$ cat config.mk
export PLATFORM = sky130hd
export DESIGN_NAME = hamming_link_arbiter
export DESIGN_NICKNAME = d
export VERILOG_FILES = /design/src/rtl/hamming_link_arbiter.sv
export SDC_FILE = /design/constraint.sdc
export NUM_CORES = 1
export LEC_CHECK = 0
export CORE_MARGIN = 2
export CORE_UTILIZATION = 50
export DETAILED_ROUTE_END_ITERATION = 10
export PLACE_DENSITY = 0.79
export SYNTH_ARGS = -nofsm -noshare
export SYNTH_HDL_FRONTEND = slang
export SYNTH_SLANG_ARGS = --single-unit
$ cat constraint.sdc
create_clock -name clk -period 3.2 [get_ports clk]
set_clock_uncertainty 0.1 [all_clocks]
set_input_delay 0.32 -clock clk [delete_from_list [all_inputs] [get_ports clk]]
set_output_delay 0.32 -clock clk [all_outputs]
set_load 0.02 [all_outputs]
$ cat src/rtl/hamming_link_arbiter.sv
// rtl/hamming_link_arbiter.sv - round-robin arbiter serialising Hamming(7,4) frames from 4 requesters
// Optional feature macro: LINK_ERR_INJECT_EN (adds err_mask input and err_frames output).
module hamming_link_arbiter #(
    parameter int GAP_CYCLES = 1,
    parameter int INIT_PTR   = 0
) (
    input  logic       clk,
    input  logic       rst,
    input  logic [3:0] req,
    input  logic [3:0] d_in0,
    input  logic [3:0] d_in1,
    input  logic [3:0] d_in2,
    input  logic [3:0] d_in3,
`ifdef LINK_ERR_INJECT_EN
    input  logic [6:0] err_mask,
    output logic [7:0] err_frames,
`endif
    output logic [3:0] ack,
    output logic       data_out,
    output logic       strobe,
    output logic       busy,
    output logic [7:0] frame_cnt
);

    typedef enum logic [1:0] {
        ST_IDLE  = 2'd0,
        ST_SHIFT = 2'd1,
        ST_GAP   = 2'd2
    } state_t;

    localparam logic [3:0] LAST_BIT = 4'd8;
    localparam logic [3:0] LAST_GAP = 4'(GAP_CYCLES - 1);

    state_t      state_q, state_d;
    logic [1:0]  ptr_q, ptr_d;
    logic [8:0]  shreg_q, shreg_d;
    logic [3:0]  cnt_q, cnt_d;
    logic [3:0]  ack_q, ack_d;
    logic [7:0]  frame_cnt_q, frame_cnt_d;
`ifdef LINK_ERR_INJECT_EN
    logic        err_nz_q, err_nz_d;
    logic [7:0]  err_frames_q, err_frames_d;
`endif

    logic        grant_found;
    logic [1:0]  grant_idx;
    logic [1:0]  scan_idx;
    logic [3:0]  grant_nib;
    logic [6:0]  grant_code;

    // Codeword order c1..c7 = p1 p2 d1 p4 d2 d3 d4, with d1 the nibble MSB.
    function automatic logic [6:0] hamming74(input logic [3:0] d);
        logic p1, p2, p4;
        p1 = d[3] ^ d[2] ^ d[0];
        p2 = d[3] ^ d[1] ^ d[0];
        p4 = d[2] ^ d[1] ^ d[0];
        return {p1, p2, d[3], p4, d[2], d[1], d[0]};
    endfunction

    // Scan starts at the priority pointer; the 2-bit index wraps naturally.
    always_comb begin
        grant_found = 1'b0;
        grant_idx   = ptr_q;
        scan_idx    = ptr_q;
        for (int k = 0; k < 4; k++) begin
            scan_idx = ptr_q + 2'(k);
            if (!grant_found && req[scan_idx]) begin
                grant_found = 1'b1;
                grant_idx   = scan_idx;
            end
        end
    end

    always_comb begin
        grant_nib = d_in0;
        case (grant_idx)
            2'd0: grant_nib = d_in0;
            2'd1: grant_nib = d_in1;
            2'd2: grant_nib = d_in2;
            2'd3: grant_nib = d_in3;
            default: grant_nib = d_in0;
        endcase
    end

`ifdef LINK_ERR_INJECT_EN
    assign grant_code = hamming74(grant_nib) ^ err_mask;
`else
    assign grant_code = hamming74(grant_nib);
`endif

    always_comb begin
        state_d     = state_q;
        ptr_d       = ptr_q;
        shreg_d     = shreg_q;
        cnt_d       = cnt_q;
        ack_d       = 4'b0000;
        frame_cnt_d = frame_cnt_q;
`ifdef LINK_ERR_INJECT_EN
        err_nz_d     = err_nz_q;
        err_frames_d = err_frames_q;
`endif
        case (state_q)
            ST_IDLE: begin
                if (grant_found) begin
                    state_d = ST_SHIFT;
                    shreg_d = {grant_idx, grant_code};
                    ack_d   = 4'b0001 << grant_idx;
                    ptr_d   = grant_idx + 2'd1;
                    cnt_d   = 4'd0;
`ifdef LINK_ERR_INJECT_EN
                    err_nz_d = |err_mask;
`endif
                end
            end
            ST_SHIFT: begin
                shreg_d = {shreg_q[7:0], 1'b0};
                if (cnt_q == LAST_BIT) begin
                    cnt_d       = 4'd0;
                    frame_cnt_d = frame_cnt_q + 8'd1;
                    state_d     = ST_GAP;
`ifdef LINK_ERR_INJECT_EN
                    if (err_nz_q) begin
                        err_frames_d = err_frames_q + 8'd1;
                    end
`endif
                end else begin
                    cnt_d = cnt_q + 4'd1;
                end
            end
            ST_GAP: begin
                if (cnt_q == LAST_GAP) begin
                    cnt_d   = 4'd0;
                    state_d = ST_IDLE;
                end else begin
                    cnt_d = cnt_q + 4'd1;
                end
            end
            default: begin
                state_d = ST_IDLE;
                cnt_d   = 4'd0;
            end
        endcase
    end

    always_ff @(posedge clk or negedge rst) begin
        if (!rst) begin
            state_q     <= ST_IDLE;
            ptr_q       <= 2'(INIT_PTR);
            shreg_q     <= 9'd0;
            cnt_q       <= 4'd0;
            ack_q       <= 4'd0;
            frame_cnt_q <= 8'd0;
`ifdef LINK_ERR_INJECT_EN
            err_nz_q     <= 1'b0;
            err_frames_q <= 8'd0;
`endif
        end else begin
            state_q     <= state_d;
            ptr_q       <= ptr_d;
            shreg_q     <= shreg_d;
            cnt_q       <= cnt_d;
            ack_q       <= ack_d;
            frame_cnt_q <= frame_cnt_d;
`ifdef LINK_ERR_INJECT_EN
            err_nz_q     <= err_nz_d;
            err_frames_q <= err_frames_d;
`endif
        end
    end

    assign ack       = ack_q;
    assign strobe    = (state_q == ST_SHIFT);
    assign data_out  = (state_q == ST_SHIFT) & shreg_q[8];
    assign busy      = (state_q != ST_IDLE);
    assign frame_cnt = frame_cnt_q;
`ifdef LINK_ERR_INJECT_EN
    assign err_frames = err_frames_q;
`endif

endmodule
==> flow_metrics.tcl, run 1 <==
set metrics [dict create \
    slew_headroom_pct 59.8 \
    synth_top_area_share_pct 42.2 \
    crit_chain "clkdlybuf4s50_1 > nor3b_1 > a211oi_1 > a2bb2oi_1 > inv_1 > ha_1 > a222oi_1 > mux2i_2 > xnor2_2 > xnor2_1 > a221o_1" \
    drive_gt1_share_pct 9.63 \
    grt.total_usage_pct 21.3 \
    hold_violations 0 \
    path_delay_family "compound AO/OA/AOI/OAI gates" \
    grt_overflow 0 \
    ctsHoldBuffers 0 \
    crit_type "in2reg" \
    syn_area_um2 1720 \
    final_cells 264 \
    grt_max_degree 30 \
    finalSetupViolCount 0 \
    antenna_found_initial 0 \
    synth-async-reset-ratio_pct 100 \
    fmax_mhz 331 \
    place_area_um2 2160 \
    clk_pin_slew_ps 100 \
    core_area_um2 3310 \
    core.rowCount 21 \
    hp-class "in2async" \
    reg2reg_from "ptr_q[1]$_DFFE_PN0P_" \
    start_util_pct 51.9 \
    start_kind "input port" \
    grt_pass1_vias 1504 \
    area_delta_synth_final_pct 30.8 \
    synthDistinctLibCells 46 \
    switchingPower_mw 0.714 \
    netSwitchingFraction_pct 37.8 \
    path_buf_inv 2 \
    synthCells 171 \
    final_cell_mix "clkdlybuf4s50_1 (36), dfrtp_1 (29), nand2_1 (19)" \
    drv_cap 0 \
    vdd_drop_max_v 0.000421 \
    vias 1408 \
    p_int_mw 1.17 \
    synth_edf_count 0 \
    ys_seq_elements 29 \
    die-height_um 62.6 \
    drt_iter0_markers 92 \
    grt_setup_unrepaired "no" \
    place_congestion 0.737 \
    io_buffers 36 \
    drt_wl_total_mm 3.69 \
    yosysTopAreaCell "dfrtp_1" \
    powerDensity_nw_per_um2 839 \
    yosysWarnings 0 \
    finalWorstSetupSlack_ps 177 \
    cpPeakStageDelay_ps 530 \
    final_antenna_net_count 0 \
    pin_count 37 \
    r2r_end "shreg_q[6]$_DFFE_PN0P_" \
    post-place-ws_ps -160 \
    n_fill_cell 285 \
    cp-startpoint "req[1]" \
    required_ps 3300 \
    ff2ff_setup_slack_ps 270 \
    die-area_um2 3920 \
    final_area_um2 2250 \
    diodes 0 \
    status "finished clean" \
    cts_sinks 29 \
    fin_util_pct 67.9 \
    leakage_nw 1.04 \
    nets 250 \
    yosysSeqAreaShare_pct 42.2 \
    cts_buffers 5 \
    multi_input_area_um2 930 \
    htreeDepth 2 \
    path_max_fanout 6 \
    grt_pass1_wl_mm 6.65 \
    cts-resized-gates 0 \
    power_frac_seq_pct 29.0 \
    regArea_um2 726 \
    synth_ff_type "dfrtp_1" \
    final_common_cell "clkdlybuf4s50_1" \
    end_kind "flip-flop" \
    clock_power_share_pct 16.8 \
    cts_root_buffer "clkbuf_4" \
    power_frac_comb_pct 54.2 \
    synth.area.top_cells "dfrtp_1 (42%), ha_1 (8.0%), nand2_1 (4.1%)" \
    reg2reg_depth 10 \
    route.detailed.drc 0 \
    routedWlPerCell_um 14.0 \
    tightest_slew_ps 601 \
    die_w_um 62.6 \
    dpl.hpwl_mm 2.83 \
    post_cts_buffers 0 \
    vias_per_cell 5.33 \
    dp.cells 256 \
    clk_latency_ps 330 \
    syn-num-nets 204 \
    cp.arrival_ps 3130 \
    cts_tree "built" \
    worst_path_max_delay_cell "clkdlybuf4s50_1" \
    post-route-min-period_ps 3020 \
    cts_buffer_depth 2 \
    drt_first_pass_iters 4 \
    fin_crit_sh_pct 94.5 \
    synth_area_per_cell_um2 10.1 \
    drv_slew 0 \
]
==> cell type report <==
type                       count  share of cell area (%)
multi-input combinational    127                    41.3
sequential                    29                    32.3
timing repair buffer          42                    18.0
tap                           46                    2.56
clock buffer                   7                    2.45
inverter                      12                    2.00
clock inverter                 1                    1.34
==> per-stage QoR <==
stage                     total power, mW  TNS (ps)  hold slack (ps)
after floorplan                      1.29         0            -75.6
after global placement               1.53         0              354
after detailed placement             1.57      -427              357
after CTS                            1.90         0              285
after global routing                 2.04         0              303
final                                1.89         0              273
==> cells by family after synthesis <==
kind of cell	share of synthesized area, %
AO/OA/AOI/OAI	15.1
AND/OR/NAND/NOR	19.0
multiplexers	4.37
flip-flops	42.2
buffers and inverters	3.71
adder cells (fa/ha/maj)	8.01
XOR/XNOR	7.64
==> power by group through the flow <==
stage	Sequential, mW	Clock (mW)	Combinational [mW]
2_1_floorplan	0.555	0	0.736
3_3_place_gp	0.547	0	0.981
3_5_place_dp	0.553	0	1.02
4_1_cts	0.548	0.323	1.03
5_1_grt	0.562	0.346	1.13
6_report	0.547	0.317	1.02
==> cells in the mapped netlist, types with 5 or more instances <==
cell type  number
ha_1           11
o21ai_0         7
dfrtp_1        29
a21oi_1         8
mux2i_1         5
nor2_1         13
nand3_1         6
inv_1          12
nand2_1        19
and2_1          5
==> routing by layer <==
layer  up-vias  part of all wire [%]  GRT usage (%)
met5         -                     0              0
met4         0                   1.1           8.33
met3         5                   5.2           4.68
met2        38                    50           37.9
met1       670                    44           24.9
li1        695                     -              -
==> worst max path at each step <==
stage / slack [ps] / cells after the start / end
after global placement: 40 / 11 / shreg_q[6]$_DFFE_PN0P_
final: 180 / 11 / shreg_q[6]$_DFFE_PN0P_
after CTS: 160 / 11 / shreg_q[6]$_DFFE_PN0P_
after floorplan: 600 / 10 / shreg_q[6]$_DFFE_PN0P_
after detailed placement: -160 / 11 / shreg_q[6]$_DFFE_PN0P_
after global routing: 30 / 11 / shreg_q[3]$_DFFE_PN0P_
==> sequential cells by signal (all words and copies together), names as in the netlist <==
register	count
shreg_q	9
frame_cnt	8
ack	4
cnt_q	4
ptr_q	2
state_q	2
No activity file was read; power rests on OpenSTA's default activity.
==> run 2: changes to the inputs <==
--- a/config.mk
+++ b/config.mk
@@ -5,8 +5,10 @@
 export SDC_FILE = /design/constraint.sdc
 export NUM_CORES = 1
 export LEC_CHECK = 0
+export CAP_MARGIN = 25
 export CORE_MARGIN = 2
 export CORE_UTILIZATION = 50
+export CTS_BUF_LIST = sky130_fd_sc_hd__clkbuf_4
 export DETAILED_ROUTE_END_ITERATION = 10
 export PLACE_DENSITY = 0.79
 export SYNTH_ARGS = -nofsm -noshare
==> run 2 against run 1 <==
Against the previous run:
- combinational power is essentially flat
- largest cell class unchanged
- cell count did not move
- worst setup slack lost 24 ps
==> flow_metrics.tcl, run 2 (synthesis results as in run 1) <==
set metrics [dict create \
    powerDensity_nw_per_um2 834 \
    core_area_um2 3310 \
    final_antenna_net_count 0 \
    die_w_um 62.6 \
    cts_root_buffer "clkbuf_4" \
    largest_reg_flops 9 \
    io_buffers 36 \
    nets 250 \
    cts_buffers 5 \
    htreeDepth 2 \
    reg2reg_depth 10 \
    dp.cells 256 \
    vias 1426 \
    ff2ff_setup_slack_ps 260 \
    area_delta_synth_final_pct 30.4 \
    multi_input_area_um2 930 \
    finalSetupViolCount 0 \
    start_util_pct 51.9 \
    leakage_nw 1.04 \
    tightest_slew_ps 588 \
    end_kind "flip-flop" \
    dpl.hpwl_mm 2.83 \
    final_cell_mix "clkdlybuf4s50_1 (36), dfrtp_1 (29), nand2_1 (19)" \
    cts-resized-gates 0 \
    fin_crit_sh_pct 95.2 \
    die-area_um2 3920 \
    regArea_um2 726 \
    routedWlPerCell_um 14.1 \
    clk_pin_slew_ps 100 \
    antenna_found_initial 0 \
    core.rowCount 21 \
    final_common_cell "clkdlybuf4s50_1" \
    hp-class "in2async" \
    crit_type "in2reg" \
    r2r_end "shreg_q[6]$_DFFE_PN0P_" \
    drv_cap 0 \
    grt_setup_unrepaired "no" \
    vias_per_cell 5.40 \
    final_area_um2 2240 \
    grt_overflow 0 \
    pin_count 37 \
    cts_tree "built" \
    post-route-min-period_ps 3050 \
    cp-startpoint "req[1]" \
    grt.total_usage_pct 21.1 \
    clk_latency_ps 320 \
    grt_max_degree 30 \
    drt_iter0_markers 116 \
    route.detailed.drc 0 \
    cts_sinks 29 \
    die-height_um 62.6 \
    start_kind "input port" \
    diodes 0 \
    place_congestion 0.737 \
    cp.arrival_ps 3140 \
    hold_violations 0 \
    ctsHoldBuffers 0 \
    grt_pass1_wl_mm 6.62 \
    fmax_mhz 328 \
    grt_pass1_vias 1508 \
    slew_headroom_pct 60.7 \
    drt_first_pass_iters 4 \
    post_cts_buffers 0 \
    required_ps 3290 \
    status "finished clean" \
    drt_wl_total_mm 3.72 \
    vdd_drop_max_v 0.000422 \
    drive_gt1_share_pct 9.63 \
    top_register "shreg_q" \
    drv_slew 0 \
    reg2reg_from "ptr_q[1]$_DFFE_PN0P_" \
    final_cells 264 \
    path_max_fanout 6 \
    cts_buffer_depth 2 \
    n_fill_cell 287 \
    place_area_um2 2160 \
]
-- run 2: changes by cell type in the layout (fill, tap and decap cells not counted) --
cell	delta
clkbuf_8	-1
clkbuf_1	-1
clkinv_1	+1
clkbuf_4	+1
-- run 2: worst max path at each step --
stage                                        end  slack, ps  cells after the start
after floorplan           shreg_q[6]$_DFFE_PN0P_        600                     10
after global placement    shreg_q[6]$_DFFE_PN0P_         40                     11
after detailed placement  shreg_q[6]$_DFFE_PN0P_       -160                     11
after CTS                 shreg_q[6]$_DFFE_PN0P_        150                     11
after global routing      shreg_q[3]$_DFFE_PN0P_         20                     11
final                     shreg_q[6]$_DFFE_PN0P_        150                     11
-- run 2: through the flow --
step | total power, mW | hold slack, ps | util (%) | setup WS (ps) | setup TNS [ps]
after global routing | 2.02 | 311 | 67.7 | 18.6 | 0
after floorplan | 1.29 | -75.6 | - | 604 | 0
final | 1.87 | 281 | 67.7 | 153 | 0
after detailed placement | 1.57 | 357 | 65.3 | -160 | -427
after CTS | 1.88 | 294 | 67.7 | 152 | 0
after global placement | 1.53 | 354 | 65.3 | 39.8 | 0
-- run 2: layout make-up --
type	instances	area share, %
Sequential cell	29	32.4
Multi-Input combinational cell	127	41.5
Clock inverter	2	1.51
Inverter	12	2.01
Clock buffer	6	2.01
Timing Repair Buffer	42	18.1
Tap cell	46	2.57
-- run 2: where the power goes --
group	internal [mW]	leakage [nW]	switching, mW
Clock	0.171	0.0433	0.126
Combinational	0.512	0.613	0.512
Sequential	0.475	0.379	0.0735
-- run 2: critical path, stage by stage --
cell,delay [ps]
clkdlybuf4s50_1,530
nor3b_1,270
a211oi_1,90
a2bb2oi_1,340
inv_1,140
ha_1,280
a222oi_1,320
mux2i_2,200
xnor2_2,170
xnor2_1,130
a221o_1,340
-- run 2: routing by layer --
| layer | wire length [um] | vias to the layer above | track usage [%] |
|---|---|---|---|
| li1 | - | 695 | - |
| met1 | 1630 | 685 | 24.6 |
| met2 | 1860 | 42 | 38.3 |
| met3 | 207 | 4 | 4.68 |
| met4 | 29 | 0 | 6.67 |
| met5 | 0 | - | 0 |
==> RTL edit: new RTL, settings of run 2 <==
Take the reset off `shreg_q` and load it in a clocked block of its own.
--- a/src/rtl/hamming_link_arbiter.sv
+++ b/src/rtl/hamming_link_arbiter.sv
@@ -147,5 +147,4 @@
             state_q     <= ST_IDLE;
             ptr_q       <= 2'(INIT_PTR);
-            shreg_q     <= 9'd0;
             cnt_q       <= 4'd0;
             ack_q       <= 4'd0;
@@ -158,5 +157,4 @@
             state_q     <= state_d;
             ptr_q       <= ptr_d;
-            shreg_q     <= shreg_d;
             cnt_q       <= cnt_d;
             ack_q       <= ack_d;
@@ -167,4 +165,8 @@
 `endif
         end
+    end
+
+    always_ff @(posedge clk) begin
+        shreg_q <= shreg_d;
     end
 
Behaviour: same outputs for any inputs over 10 cycles, from zero or initial values and one cycle with rst low; that may be too few to reach the edited logic, so the function may still have changed.
==> RTL edit against run 2 <==
- wire length down 12%
- largest power group unchanged
- count of clock-buffer cells in the layout fell by 1
- sequential cell count did not move
- area after synthesis is 4.0% lower
- die area down 3.7%
- global-route usage decreased by 1.6 points
- sequential share of layout area rose by 3.9 points
- critical path depth up 1
- worst setup slack improved by 150 ps
- final area shrank 5.1%
- largest cell class unchanged
- total power fell by 7.8%
- combinational power fell by 12%
==> RTL edit: results <==
[place]
dp_hpwl_microns = 2560
gp_congestion = 0.786
pre_cts_slack_ps = -13.7

[drt]
viasPerCell = 5.29
drt-total-wl_microns = 3270
drt_iter0_markers = 43

[synth]
synth_xor_area_frac = 0.0682
synthTopCellsByArea = "dfrtp_1 30%, edfxtp_1 16%, ha_1 8.3%, mux2_2 3.4%, xnor2_1 3.2%"
synthMuxAreaShare = 0.0697
synth_fa_ha_area_frac = 0.0834
synth_cell_types = 40
synth_edf_count = 9
synth_compound_area_frac = 0.114
synth_common_cells = "20 x dfrtp_1, 13 x inv_1, 11 x ha_1"
yosysSeqAreaShare = 0.467
synth-async-reset-ratio = 0.690
syn_nets = 182

[layout]
mostFrequentLayoutCell = "clkdlybuf4s50_1"
largest_reg_flops = 9
multi_input_gates = 103
multiInputGateArea_sq_um = 807
nFillCells = 277
nets = 225
buf_share = 0.184
regArea_sq_um = 771
clkbuf_count = 5
drive_above_1_share = 0.140
inv_count = 13
clkCellAreaFrac = 0.0259
nNonClkBuffers = 40

[setup_path]
crit_fanout = 5
rrSetupSlack_ps = 440
worst_r2r_endpoint = "shreg_q[3]$_DFFE_PP_"
arrival_ps = 2870

[power_and_ir_drop]
switching_share = 0.390
vdd_drop_max_mv = 0.418

[run_status]
status = "completed"

[global_routing]
grt_pass1_wl_microns = 5310
grt_usage = 0.195
grt_max_degree = 21
grt_pass1_vias = 1233

[timing]
max_slew.worst_pin.slew_ps = 982

[clock_tree]
htree_levels = 2
==> RTL edit: cell count changes in the layout (fill, tap and decap cells not counted), moves of 3 or more <==
cell and change:
nand2_1 -10, mux2_2 +4, dfrtp_1 -9, mux2i_1 -3, nand3_1 -4, nor2_1 -3
a22oi_1 -3, o211ai_1 -3, edfxtp_1 +9, a21oi_1 -6
==> RTL edit: stage by stage <==
step / cell area [sq um] / std cells / setup TNS, ps / util / hold slack, ps
2_1_floorplan: 1650 / 149 / 0 / - / -75.6
3_3_place_gp: 2070 / 229 / 0 / 0.668 / 364
3_5_place_dp: 2070 / 229 / -13.7 / 0.668 / 365
4_1_cts: 2130 / 237 / 0 / 0.685 / 383
5_1_grt: 2130 / 237 / 0 / 0.685 / 390
6_report: 2130 / 237 / 0 / 0.685 / 375
==> RTL edit: how the worst max path moves through the flow <==
stage | from | endpoint | slack (ps)
2_1_floorplan | ptr_q[1]$_DFFE_PN0P_ | shreg_q[5]$_DFFE_PP_ | 590
3_3_place_gp | req[2] | shreg_q[5]$_DFFE_PP_ | 120
3_5_place_dp | req[2] | shreg_q[3]$_DFFE_PP_ | -10
4_1_cts | req[2] | shreg_q[3]$_DFFE_PP_ | 340
5_1_grt | req[2] | shreg_q[6]$_DFFE_PP_ | 90
6_report | req[2] | shreg_q[3]$_DFFE_PP_ | 310
==> RTL edit: power groups by stage <==
stage	Sequential (uW)	Combinational (uW)	Clock [uW]
3_5_place_dp	617	897	0
5_1_grt	627	990	237
4_1_cts	611	901	220
3_3_place_gp	612	854	0
2_1_floorplan	620	627	0
6_report	612	898	214
==> RTL edit: metal layers <==
layer,global-route usage,vias up,wire length [microns]
met3,0.0567,3,198
met1,0.235,600,1370
met2,0.345,44,1680
li1,-,607,-
met4,0.0456,0,23
met5,0,-,0
